### src/rtl/fifo_sync_buffer_if.sv
// Producer/consumer bundle for fifo_sync_buffer: write port, read strobe, read data and status.
// No latency of its own; it only carries the signals between the two sides.
// Optional error flags (o_ovf/o_udf) exist only when FIFO_ERR_FLAGS_EN is defined.
interface fifo_sync_buffer_if #(
  parameter int DATA_W = 8,
  parameter int ADDR_W = 4
);
  logic              i_wen;
  logic [DATA_W-1:0] i_wdata;
  logic              i_ren_ctrl;
  logic [DATA_W-1:0] o_rdata;
  logic              o_rvalid;
  logic              o_empty;
  logic              o_full;
  logic              o_afull;
  logic [ADDR_W:0]   o_count;
`ifdef FIFO_ERR_FLAGS_EN
  logic              o_ovf;
  logic              o_udf;
`endif

`ifdef FIFO_ERR_FLAGS_EN
  modport master (
    output i_wen, i_wdata, i_ren_ctrl,
    input  o_rdata, o_rvalid, o_empty, o_full, o_afull, o_count, o_ovf, o_udf
  );
  modport slave (
    input  i_wen, i_wdata, i_ren_ctrl,
    output o_rdata, o_rvalid, o_empty, o_full, o_afull, o_count, o_ovf, o_udf
  );
`else
  modport master (
    output i_wen, i_wdata, i_ren_ctrl,
    input  o_rdata, o_rvalid, o_empty, o_full, o_afull, o_count
  );
  modport slave (
    input  i_wen, i_wdata, i_ren_ctrl,
    output o_rdata, o_rvalid, o_empty, o_full, o_afull, o_count
  );
`endif
endinterface

### src/rtl/fifo_sync_buffer.sv
// Single-clock FIFO storage stage fed by fifo_read_ctrl; flags and read data are registered.
// Latency: 1 cycle from an accepted read strobe to o_rvalid/o_rdata.
// Backpressure: writes dropped while full, strobes dropped while empty; FIFO_ERR_FLAGS_EN adds sticky o_ovf/o_udf.
module fifo_sync_buffer #(
  parameter int DATA_W   = 8,
  parameter int ADDR_W   = 4,
  parameter int AFULL_TH = 14
) (
  input  logic          i_clk,
  input  logic          i_rest,
  fifo_sync_buffer_if.slave bus
);

  localparam int DEPTH = 1 << ADDR_W;

  localparam logic [ADDR_W:0]   DEPTH_C   = {1'b1, {ADDR_W{1'b0}}};
  localparam logic [ADDR_W:0]   AFULL_C   = AFULL_TH[ADDR_W:0];
  localparam logic [ADDR_W:0]   CNT_ONE   = {{ADDR_W{1'b0}}, 1'b1};
  localparam logic [ADDR_W-1:0] PTR_ONE   = {{(ADDR_W-1){1'b0}}, 1'b1};

  // storage is deliberately left out of reset; the pointers define what is valid
  logic [DATA_W-1:0] mem [DEPTH];

  logic [ADDR_W-1:0] wr_ptr_q;
  logic [ADDR_W-1:0] rd_ptr_q;
  logic [ADDR_W:0]   count_q;
  logic [ADDR_W:0]   count_nxt;
  logic              empty_q;
  logic              full_q;
  logic              afull_q;
  logic [DATA_W-1:0] rdata_q;
  logic              rvalid_q;
  logic              wr_acc;
  logic              rd_acc;

  // Accept qualifiers use the registered flags only. The read strobe lags the
  // empty flag by a cycle upstream, so it must be re-checked here.
  always_comb begin
    wr_acc = bus.i_wen      & ~full_q;
    rd_acc = bus.i_ren_ctrl & ~empty_q;
  end

  // Next occupancy: simultaneous accepted read and write cancel out.
  always_comb begin
    count_nxt = count_q;
    case ({wr_acc, rd_acc})
      2'b10:   count_nxt = count_q + CNT_ONE;
      2'b01:   count_nxt = count_q - CNT_ONE;
      default: count_nxt = count_q;
    endcase
  end

  // Memory write port; a concurrent read of the same slot sees the old word.
  always_ff @(posedge i_clk) begin
    if (wr_acc && !i_rest) begin
      mem[wr_ptr_q] <= bus.i_wdata;
    end
  end

  // Pointer advance; ADDR_W-bit pointers wrap naturally at the depth.
  always_ff @(posedge i_clk) begin
    if (i_rest) begin
      wr_ptr_q <= '0;
      rd_ptr_q <= '0;
    end else begin
      if (wr_acc) wr_ptr_q <= wr_ptr_q + PTR_ONE;
      if (rd_acc) rd_ptr_q <= rd_ptr_q + PTR_ONE;
    end
  end

  // Occupancy and status flags, all derived from the next count so they are
  // exact in the cycle following the update.
  always_ff @(posedge i_clk) begin
    if (i_rest) begin
      count_q <= '0;
      empty_q <= 1'b1;
      full_q  <= 1'b0;
      afull_q <= 1'b0;
    end else begin
      count_q <= count_nxt;
      empty_q <= (count_nxt == '0);
      full_q  <= (count_nxt == DEPTH_C);
      afull_q <= (count_nxt >= AFULL_C);
    end
  end

  // Registered read port: o_rdata holds between accepted reads, o_rvalid pulses.
  always_ff @(posedge i_clk) begin
    if (i_rest) begin
      rdata_q  <= '0;
      rvalid_q <= 1'b0;
    end else begin
      rvalid_q <= rd_acc;
      if (rd_acc) rdata_q <= mem[rd_ptr_q];
    end
  end

`ifdef FIFO_ERR_FLAGS_EN
  logic ovf_q;
  logic udf_q;

  // Sticky error flags: any write attempt while full / strobe while empty.
  always_ff @(posedge i_clk) begin
    if (i_rest) begin
      ovf_q <= 1'b0;
      udf_q <= 1'b0;
    end else begin
      ovf_q <= ovf_q | (bus.i_wen      & full_q);
      udf_q <= udf_q | (bus.i_ren_ctrl & empty_q);
    end
  end

  assign bus.o_ovf = ovf_q;
  assign bus.o_udf = udf_q;
`endif

  assign bus.o_rdata  = rdata_q;
  assign bus.o_rvalid = rvalid_q;
  assign bus.o_empty  = empty_q;
  assign bus.o_full   = full_q;
  assign bus.o_afull  = afull_q;
  assign bus.o_count  = count_q;

  // Occupancy can never exceed the depth, and empty/full are mutually exclusive.
  a_count_bound: assert property (@(posedge i_clk) disable iff (i_rest)
    count_q <= DEPTH_C);
  a_flag_excl: assert property (@(posedge i_clk) disable iff (i_rest)
    !(empty_q && full_q));

endmodule

### src/flat_wrapper.sv
// flat-port wrapper written by rule: the top's interface ports become plain ports
module fifo_sync_buffer_flat 
#(
  parameter int DATA_W   = 8,
  parameter int ADDR_W   = 4,
  parameter int AFULL_TH = 14
)
  (i_clk, i_rest, bus_i_wen, bus_i_wdata, bus_i_ren_ctrl, bus_o_rdata, bus_o_rvalid, bus_o_empty, bus_o_full, bus_o_afull, bus_o_count);
  fifo_sync_buffer_if #(.DATA_W(DATA_W), .ADDR_W(ADDR_W)) bus_i ();
  input  logic i_clk;
  input  logic i_rest;
  input wire logic [$bits(bus_i.i_wen)-1:0] bus_i_wen;
  input wire logic [$bits(bus_i.i_wdata)-1:0] bus_i_wdata;
  input wire logic [$bits(bus_i.i_ren_ctrl)-1:0] bus_i_ren_ctrl;
  output wire logic [$bits(bus_i.o_rdata)-1:0] bus_o_rdata;
  output wire logic [$bits(bus_i.o_rvalid)-1:0] bus_o_rvalid;
  output wire logic [$bits(bus_i.o_empty)-1:0] bus_o_empty;
  output wire logic [$bits(bus_i.o_full)-1:0] bus_o_full;
  output wire logic [$bits(bus_i.o_afull)-1:0] bus_o_afull;
  output wire logic [$bits(bus_i.o_count)-1:0] bus_o_count;
  assign bus_i.i_wen = bus_i_wen;
  assign bus_i.i_wdata = bus_i_wdata;
  assign bus_i.i_ren_ctrl = bus_i_ren_ctrl;
  assign bus_o_rdata = bus_i.o_rdata;
  assign bus_o_rvalid = bus_i.o_rvalid;
  assign bus_o_empty = bus_i.o_empty;
  assign bus_o_full = bus_i.o_full;
  assign bus_o_afull = bus_i.o_afull;
  assign bus_o_count = bus_i.o_count;
  fifo_sync_buffer #(.DATA_W(DATA_W), .ADDR_W(ADDR_W), .AFULL_TH(AFULL_TH)) u_core (.i_clk(i_clk), .i_rest(i_rest), .bus(bus_i));
endmodule
### config.mk
export PLATFORM = sky130hd
export DESIGN_NAME = fifo_sync_buffer_flat
export DESIGN_NICKNAME = d
export VERILOG_FILES = /design/src/rtl/fifo_sync_buffer_if.sv /design/src/rtl/fifo_sync_buffer.sv /design/src/flat_wrapper.sv
export SDC_FILE = /design/constraint.sdc
export NUM_CORES = 1
export LEC_CHECK = 0
export ABC_AREA = 0
export CORE_MARGIN = 3
export CORE_UTILIZATION = 40
export DETAILED_ROUTE_END_ITERATION = 8
export DONT_BUFFER_PORTS = 1
export GPL_ROUTABILITY_DRIVEN = 1
export PLACE_DENSITY = 0.53
export SYNTH_ARGS = -nofsm -noshare
export SYNTH_HDL_FRONTEND = slang
export SYNTH_SLANG_ARGS = --single-unit
export TNS_END_PERCENT = 50
### constraint.sdc
create_clock -name i_clk -period 4.3 [get_ports i_clk]
set_clock_uncertainty 0.15 [all_clocks]
set_input_delay 0.645 -clock i_clk [delete_from_list [all_inputs] [get_ports i_clk]]
set_output_delay 0.645 -clock i_clk [all_outputs]
set_load 0.02 [all_outputs]
### Word-level counts from Yosys, hierarchy flattened

Memory sizes are Yosys's and may differ from the RTL's. A register that Yosys moved wholly into a read port is not among the register bits.
Index checks and enable logic that the tools add are counted.

| operators by class | value |
|---|---|
| $lt $le $gt $ge | 1 |
| equal/unequal tests | 3 |
| reductions and logical operators | 3 |
| bitwise operators | 4 |
| multiplexer cells | 3 |
| $add $sub $neg | 4 |

Operators by type and width:

| operator | number |
|---|---|
| $pmux 5 s2 | 1 |
| $add 4x1->4 const B | 2 |
| $add 5x1->5 const B | 1 |
| $eq 5x5->1 const B | 1 |
| $ge 5x4->1 const B | 1 |
| $logic_not 5->1 | 1 |
| $sub 5x1->5 const B | 1 |
| $and 1x1->1 | 2 |
| $eq 2x1->1 const B | 1 |
| $eq 2x2->1 const B | 1 |
| $mux 1 | 2 |
| $not 1->1 | 2 |
| $logic_and 1x1->1 | 1 |
| $logic_not 1->1 | 1 |

| storage, ports and cells | value |
|---|---|
| memories kept | 1 |
| input port bits | 12 |
| register bits | 17 |
| RAM bits | 128 |

Memories:

| name | words | width | rd ports | clocked after memory_dff | write ports | line | source |
|---|---|---|---|---|---|---|---|
| u_core.mem | 16 | 8 | 1 | 1 | 1 | fifo_sync_buffer.sv:22 | `logic [DATA_W-1:0] mem [DEPTH];` |

### Logic depth before layout (Yosys ltp)

Gate-level depths: netlist of run 1.

| logic depth | value |
|---|---|
| word-level depth | 5 |
| depth in mapped cells | 11 |

### Least setup slack after synthesis of run 1

Ideal clock, no wire load.

| timing | value |
|---|---|
| path type | input-to-reg |
| start point | in bus_i_wen |
| end point | reg u_core.full_q (netlist: u_core.bus.o_full) |
| data arrival time | 2.484 ns |
| data required time | 4.047 ns |
| cell stages on the path | 10 |
| slack | 1.562 ns |
| buffers on the path | 1 |
| library setup time | 0.103 ns |
| cells stage by stage | nor2b_4 > buf_6 > inv_8 > nand2_1 > xnor2_1 > ha_1 > a21oi_1 > mux2i_1 > or4b_4 > a2111oi_2 |

| between the ends | value |
|---|---|
| word-level cells in the longest chain between the ends | 4 |

Ends and longest elaborated chain:

| element | line | source |
|---|---|---|
| start, declared | flat_wrapper.sv:12 | `input wire logic [$bits(bus_i.i_wen)-1:0] bus_i_wen;` |
| $and 1x1->1 * | fifo_sync_buffer.sv:39 | `wr_acc = bus.i_wen & ~full_q;` |
| $eq 2x1->1 / $eq 2x2->1 (equally long branches) | fifo_sync_buffer.sv:46 | `case ({wr_acc, rd_acc})` |
| $pmux 5 s2 * | fifo_sync_buffer.sv:46 |  |
| $eq 5x5->1 * | fifo_sync_buffer.sv:82 | `full_q <= (count_nxt == DEPTH_C);` |
| end signal, assigned | fifo_sync_buffer.sv:82 |  |
| end, declared | fifo_sync_buffer.sv:29 | `logic full_q;` |

Mark *: on every way between the ends. The rest lies on a longest branch, timed or not.
A chain may end at the register's enable or synchronous reset.

### Final worst setup path of run 1

| timing | value |
|---|---|
| start point | reg u_core.empty_q (netlist: u_core.bus.o_empty) |
| end point | reg u_core.full_q (netlist: u_core.bus.o_full) |

| between the ends | value |
|---|---|
| word-level cells in the longest chain between the ends | 5 |

Ends and longest elaborated chain:

| element | line | source |
|---|---|---|
| start, declared | fifo_sync_buffer.sv:28 | `logic empty_q;` |
| start signal, assigned | fifo_sync_buffer.sv:81 | `empty_q <= (count_nxt == '0);` |
| $not 1->1 * | fifo_sync_buffer.sv:40 | `rd_acc = bus.i_ren_ctrl & ~empty_q;` |
| $and 1x1->1 * | fifo_sync_buffer.sv:40 |  |
| $eq 2x1->1 / $eq 2x2->1 (equally long branches) | fifo_sync_buffer.sv:46 |  |
| $pmux 5 s2 * | fifo_sync_buffer.sv:46 |  |
| $eq 5x5->1 * | fifo_sync_buffer.sv:82 |  |

Marks and branches as above.

==> results of run 1 <==
cells by family after synthesis:
kind of cell	count (synthesis)	share of synthesized area, %
adders and majority gates	7	1.43
AOI/OAI and AO/OA	53	6.07
and+or+nand+nor	72	5.76
xor gates and xnor gates	7	1.00
DFF	153	70.9
buffers and inverters	27	2.33
muxes	36	12.5
worst register-to-register path: cells and delay by family, from the launching register on:
kind                       cells  cell delay [ns]
AOI/OAI and AO/OA              2             0.60
xor gates and xnor gates       1             0.07
adders and majority gates      1             0.23
buffers and inverters          1             0.12
DFF                            1             0.48
muxes                          1             0.15
and+or+nand+nor                3             0.98
registers in the layout, indices dropped and copies added, names as in the netlist:
name / count
u_core.bus.o_afull: 1
u_core.bus.o_count: 5
u_core.bus.o_empty: 1
u_core.bus.o_full: 1
u_core.bus.o_rdata: 8
u_core.bus.o_rvalid: 1
u_core.mem: 128
u_core.rd_ptr_q: 4
u_core.wr_ptr_q: 4
per-layer routing:
layer | up-vias | track usage [%] | wire (um)
met4 | 0 | 5.13 | 161
met2 | 85 | 26.6 | 6390
met1 | 1603 | 20.3 | 5300
li1 | 1413 | - | -
met5 | - | 0 | 0
met3 | 13 | 5.20 | 725
final timing paths:
kind	start	end	slack, ns	depth (start not counted)
worst max-delay path	u_core.bus.o_empty$_SDFF_PP1_	u_core.bus.o_full$_SDFF_PP0_	1.42	9
worst min-delay path	i_rest	u_core.bus.o_count[3]$_SDFF_PP0_	0.14	1
worst max register to register	u_core.bus.o_empty$_SDFF_PP1_	u_core.bus.o_full$_SDFF_PP0_	1.42	9
worst min register to register	u_core.wr_ptr_q[1]$_SDFFE_PP0P_	u_core.wr_ptr_q[1]$_SDFFE_PP0P_	0.37	2
power by group through the flow:
stage / registers (mW) / logic (mW) / clock network (mW)
2_1_floorplan: 1.71 / 0.250 / 0
5_1_grt: 1.71 / 0.306 / 1.42
6_report: 1.71 / 0.279 / 1.34
3_3_place_gp: 1.74 / 0.277 / 0
3_5_place_dp: 1.74 / 0.279 / 0
4_1_cts: 1.71 / 0.281 / 1.36
layout make-up:
class | count | area [um2]
fillers | 1258 | 7940
flip-flops and latches | 153 | 4350
multi-input cells | 175 | 1640
clock buffers | 18 | 429
well taps | 184 | 230
clock inverters | 14 | 96.3
repair buffers | 6 | 45.0
inverters | 6 | 32.5
layout by cell type (no fill, tap or decap), types with 4 or more instances in the layout:
cell type and count:
edfxtp_1 128, nor2_1 34, mux4_2 32, dfxtp_1 24
a21oi_1 23, clkbuf_16 17, a22oi_1 16, nand2_1 13
nor3_1 7, ha_1 7, buf_4 6, inv_1 4
nor2b_1 4, xor2_1 4, clkinv_2 4
per-stage QoR:
step / total power, mW / hold WS (ns) / cell area, um2 / setup slack, ns
after global routing: 3.44 / 0.122 / 6820 / 1.28
after global placement: 2.02 / 0.360 / 6290 / 1.42
after CTS: 3.35 / 0.112 / 6820 / 1.43
final: 3.32 / 0.142 / 6820 / 1.42
after floorplan: 1.96 / 0.332 / 6120 / 1.56
after detailed placement: 2.02 / 0.367 / 6290 / 1.39
cell usage after synthesis (2+ instances only):
master / count / area, um2
buf_1: 4 / 15.0
a21oi_1: 23 / 115
xor2_1: 4 / 35.0
xnor2_1: 3 / 26.3
o31a_1: 2 / 17.5
and2_1: 2 / 12.5
dfxtp_1: 25 / 500
ha_1: 7 / 87.6
nand4_1: 3 / 18.8
clkbuf_1: 9 / 33.8
nand2_1: 13 / 48.8
nor2_1: 34 / 128
nor2b_1: 4 / 25.0
buf_4: 2 / 15.0
mux2i_1: 2 / 20.0
edfxtp_1: 128 / 3840
nor3_1: 7 / 35.0
buf_2: 4 / 20.0
inv_1: 4 / 15.0
a31oi_1: 2 / 12.5
nand2b_1: 2 / 12.5
a22oi_1: 16 / 120
mux4_2: 32 / 721
==> metrics.log, run 1 <==
[metrics] result of the run: finished, final reports clean
[metrics] register clock-pin slew on the reported worst setup and hold paths: 0.06 ns
[metrics] critical path buffer and inverter count: 1
[metrics] setup repair after global routing missed its margin: false
[metrics] TritonCTS clock tree: built
[metrics] remaining global-route overflow: 0
[metrics] TritonCTS Buffers: 17
[metrics] die height: 130 um
[metrics] sum of negative setup slack: 0 ns
[metrics] P_sw: 0.806 mW
[metrics] Clk Tree Root Cell: clkbuf_16
[metrics] final layout net count: between 300 and 400
[metrics] internal power contribution: 2.51 mW
[metrics] endpoint class of the critical path: flip-flop
[metrics] total iterations of the first detailed-routing run: 5
[metrics] Port Buffers: 0
[metrics] Combinational Power Share: 8.4%
[metrics] leakage power: 2.16 nW
[metrics] placer's final routability congestion estimate: a little over 0.8
[metrics] io pins: 29
[metrics] Ys Warns: 0
[metrics] via count of the first global-routing pass: 3251
[metrics] Period Utilization, post-route: 67.0%
[metrics] DPL Wire Length: approximately 7.7 mm
[metrics] CP Max Fanout: 21
[metrics] slowest cell on the critical path: or4b_4
[metrics] CTS H-tree depth: 4
[metrics] wire length of the first global-routing pass: 19.2 mm
[metrics] Sink Count: 153
[metrics] Seq cells post-synth: 153
[metrics] signal arrival time at the worst endpoint: 3.04 ns
[metrics] number of synthesized flops with an enable pin: 128
[metrics] Row Count: 44
[metrics] maximum number of buffers from clock root to sink: 2
[metrics] transition at the pin with the smallest max-transition slack: 0.971 ns
[metrics] power density normalized to cell area: 487 nW/um2
[metrics] part of the Yosys area used for sequential elements: between 70% and 80%
[metrics] final WL: 12.6 mm
[metrics] number of different library cells in the post-synthesis netlist: 46
[metrics] part of the total power dissipated in sequential elements: a little over 50%
[metrics] synthesized netlist cell count: 355
[metrics] number of placed instances with taps included: 524
[metrics] routed len/inst: 22.6 um
[metrics] share of flip-flops with an asynchronous set or reset after synthesis: 0%
[metrics] area of the core region: 14800 um2
[metrics] Post-Synthesis Cell Area: 6120 um2
[metrics] antenna violations before repair: 0
[metrics] CP startpoint kind: flip-flop
[metrics] fraction of layout instances using a drive strength above 1: 21.5%
[metrics] clock latency at the later pin of the worst-skew pair: 0.42 ns
[metrics] Synthesized Nets: 374
[metrics] clock group share of total power: about 40%
[metrics] DRC violations left: 0
[metrics] maximum number of pins on one net before global-route repair: 27
[metrics] final hold violation count: 0
[metrics] Layout Utilization: between 40% and 50%
[metrics] final setup vio count: 0
[metrics] Post-CTS Setup Bufs: 0
[metrics] count of maximum capacitance violations: 0
[metrics] PostCTS Resize Cnt: 0
[metrics] fraction of power spent switching nets: approximately 24%
[metrics] slowest stage delay, CP: 0.53 ns
[metrics] detail-routed via count per cell: 5.60
[metrics] non-filler cells in the finished layout: 556
[metrics] floorplan die area: roughly 17000 um2
[metrics] GRT Util Overall: 16.1%
[metrics] die width: 130 um
[metrics] highest clock rate: 0.347 GHz
[metrics] shortest period the worst path allows: between 2 and 3 ns
[metrics] syn avg cell area: roughly 17 um2
[metrics] critical-path cell list: nand2b_4 > inv_4 > nand2_1 > xnor2_1 > ha_1 > a21oi_1 > mux2i_1 > or4b_4 > a2111oi_2
[metrics] remaining number of nets flagged by the antenna check after routing: 0
[metrics] via count: slightly above 3000
[metrics] # diodes: 0
[metrics] worst min-delay path class: in -> reg
[metrics] leading register cell type out of synthesis: edfxtp_1
[metrics] Critical Path RT: 4.46 ns
[metrics] final-report max-slew violation count: 0
[metrics] dominant delay contributor by cell family on the critical path: simple AND/OR/NAND/NOR gates
[metrics] Worst slew margin: 35.1%
[metrics] detailed router's first-iteration violation count: 214
[metrics] initial cell density of the core: roughly two fifths
[metrics] post-cts hold buffer count: 0
[metrics] VDD IR max: 0.278 mV
[metrics] area growth from synthesis to layout: 11.3%
[metrics] classification of the worst setup path: reg -> reg
Note: power is estimated with default switching activity, not from simulation.
==> run 2, diff against run 1 <==
- clock period: 4.3 -> 2.9 ns (I/O delays scaled with it)
==> run 2 against run 1 <==
Routed wire length up 1.7%; maximum frequency up 7.8%; first-iteration DRC count up 16%; cell area up 3.9%; sequential share of layout area down 2.4 points; hold slack worse by 0.10 ns; total power up 54%; via count up 1.4%; global-route usage up 0.57 points; non-clock buffer count up 24; critical path depth unchanged; sequential power up 47%; critical path type unchanged; largest cell class unchanged.
==> metrics.log, run 2 (synthesized netlist as in run 1, its figures left out) <==
[metrics] transition at the pin with the smallest max-transition slack: 1.09 ns
[metrics] routed len/inst: 22.0 um
[metrics] final setup vio count: 0
[metrics] endpoint class of the critical path: flip-flop
[metrics] fraction of layout instances using a drive strength above 1: 23.0%
[metrics] via count of the first global-routing pass: 3291
[metrics] count of maximum capacitance violations: 0
[metrics] DPL Wire Length: ~7.9 mm
[metrics] CP startpoint kind: flip-flop
[metrics] Row Count: 44
[metrics] flop2flop setup slack: roughly 0.23 ns
[metrics] TritonCTS Buffers: 17
[metrics] placer's final routability congestion estimate: 0.765
[metrics] Highest Signal Layer: met4
[metrics] floorplan die area: about 17000 um2
[metrics] Critical Path RT: 3.06 ns
[metrics] initial cell density of the core: between 40% and 50%
[metrics] TritonCTS clock tree: built
[metrics] Clk Tree Root Cell: clkbuf_16
[metrics] routed length on met3: 682 um
[metrics] final hold violation count: 0
[metrics] setup repair after global routing missed its margin: false
[metrics] io pins: 29
[metrics] final layout net count: between 400 and 500
[metrics] Worst Setup Slack post-DPL: 0.240 ns
[metrics] number of filler instances in the final layout: 1234
[metrics] power density normalized to cell area: 721 nW/um2
[metrics] Reg area: 4350 um2
[metrics] multi-input gate area in the final layout: 1640 um2
[metrics] die height: 130 um
[metrics] clock group share of total power: 41.3%
[metrics] remaining global-route overflow: 0
[metrics] maximum number of buffers from clock root to sink: 2
[metrics] Sink Count: 153
[metrics] fraction of power spent switching nets: 23.2%
[metrics] critical-path cell list: nor2b_4 > inv_8 > nand2_1 > xnor2_1 > ha_1 > a21oi_1 > mux2i_1 > or4b_4 > a2111oi_2
[metrics] CTS H-tree depth: 4
[metrics] Combinational Power Share: 9.4%
[metrics] Post-CTS Setup Bufs: 0
[metrics] Top reg by flops: u_core.mem
[metrics] CP Max Fanout: 9
[metrics] VDD IR max: 0.404 mV
[metrics] DRC violations left: 0
[metrics] post-route worst setup slack: 0.227 ns
[metrics] detail-routed via count per cell: 5.45
[metrics] maximum number of pins on one net before global-route repair: 36
[metrics] non-filler cells in the finished layout: 580
[metrics] total iterations of the first detailed-routing run: 4
[metrics] cell area after layout: 7080 um2
[metrics] result of the run: finished, final reports clean
[metrics] register clock-pin slew on the reported worst setup and hold paths: approximately 0.060 ns
[metrics] GRT Util Overall: 16.6%
[metrics] classification of the worst setup path: reg -> reg
[metrics] wire length of the first global-routing pass: 20.0 mm
[metrics] internal power contribution: 3.92 mW
[metrics] slowest stage delay, CP: 0.53 ns
[metrics] final-report max-slew violation count: 0
[metrics] number of placed instances with taps included: 539
[metrics] detailed router's first-iteration violation count: 248
[metrics] die width: 130 um
[metrics] via count: roughly 3200
[metrics] part of the total power dissipated in sequential elements: between 40% and 50%
[metrics] clock latency at the later pin of the worst-skew pair: 0.42 ns
[metrics] remaining number of nets flagged by the antenna check after routing: 0
[metrics] sum of negative setup slack: 0 ns
[metrics] signal arrival time at the worst endpoint: 2.83 ns
[metrics] P_sw: approximately 1.2 mW
[metrics] routed wire length on met2: 6.28 mm
[metrics] slowest cell on the critical path: or4b_4
[metrics] worst min-delay path class: in -> reg
[metrics] M1 wire length: 5.72 mm
[metrics] Period Utilization, post-route: between 90% and 100%
[metrics] area growth from synthesis to layout: 15.6%
[metrics] Layout Utilization: 48.0%
[metrics] Worst slew margin: between 20% and 30%
[metrics] instance area after placement: 6430 um2
[metrics] Port Buffers: 0
[metrics] leakage power: 2.29 nW
[metrics] # diodes: 0
[metrics] shortest period the worst path allows: 2.67 ns
[metrics] commonest cells after routing, fill and taps aside: edfxtp_1 (128), nor2_1 (34), mux4_2 (32)
[metrics] Largest register FFs: around 130
[metrics] area of the core region: between 10000 and 15000 um2
[metrics] final WL: approximately 13 mm
[metrics] highest clock rate: approximately 0.37 GHz
[metrics] antenna violations before repair: 0
[metrics] commonest non-fill, non-tap cell in the layout: edfxtp_1
run 2: cell count changes in the layout (fill, tap and decap cells not counted), sizes merged:
| cell | previous run | this run |
|---|---|---|
| clkbuf | 18 | 21 |
| inv | 10 | 9 |
| buf | 6 | 21 |
| dlygate4sd3 | 0 | 9 |
| bufinv | 0 | 2 |
| clkinv | 7 | 4 |
| clkinvlp | 3 | 2 |
run 2: worst paths after layout:
kind                                    from                               end  cells past startpoint
max             u_core.bus.o_full$_SDFF_PP0_      u_core.bus.o_full$_SDFF_PP0_                      9
min                                   i_rest  u_core.bus.o_count[2]$_SDFF_PP0_                      1
max reg2reg     u_core.bus.o_full$_SDFF_PP0_      u_core.bus.o_full$_SDFF_PP0_                      9
min reg2reg  u_core.wr_ptr_q[1]$_SDFFE_PP0P_   u_core.wr_ptr_q[1]$_SDFFE_PP0P_                      2
run 2: final cells by class:
cell class / count / share of cell area (%)
sequential: 153 / 61.4
multi-input combinational: 175 / 23.1
clock buffer: 21 / 6.22
timing repair buffer: 30 / 3.85
tap: 184 / 3.25
clock inverter: 11 / 1.71
inverter: 6 / 0.460
run 2: through the flow:
| stage | power, mW | hold slack, ns |
|---|---|---|
| 2_1_floorplan | 2.90 | 0.332 |
| 3_3_place_gp | 3.01 | 0.355 |
| 3_5_place_dp | 3.01 | 0.357 |
| 4_1_cts | 5.16 | 0.0159 |
| 5_1_grt | 5.30 | 0.0224 |
| 6_report | 5.10 | 0.0393 |
run 2: per-layer routing:
metal,track usage (%),vias to the layer above
met3,5.28,10
met4,5.50,0
met5,0,-
met1,22.3,1619
li1,-,1461
met2,26.0,69
run 2: worst max-delay path, delay by kind of cell, from the launching register on:
kind                       cells  cell delay, ns
muxes                          1            0.15
adders and majority gates      1            0.23
and+or+nand+nor                3            0.92
DFF                            1            0.39
AOI/OAI and AO/OA              2            0.57
buffers and inverters          1            0.07
xor gates and xnor gates       1            0.07
run 2: power by group through the flow:
| stage | Sequential [mW] | Combinational, mW | Clock, mW |
|---|---|---|---|
| after floorplan | 2.53 | 0.371 | 0 |
| after global placement | 2.56 | 0.447 | 0 |
| after detailed placement | 2.56 | 0.446 | 0 |
| after CTS | 2.51 | 0.489 | 2.16 |
| after global routing | 2.52 | 0.532 | 2.25 |
| final | 2.51 | 0.481 | 2.11 |
run 2: timing repair:
action / in CTS / in global routing
hold buffers: 9 / 0
resized for setup: 0 / 0
hold endpoints to repair: 152 / 0
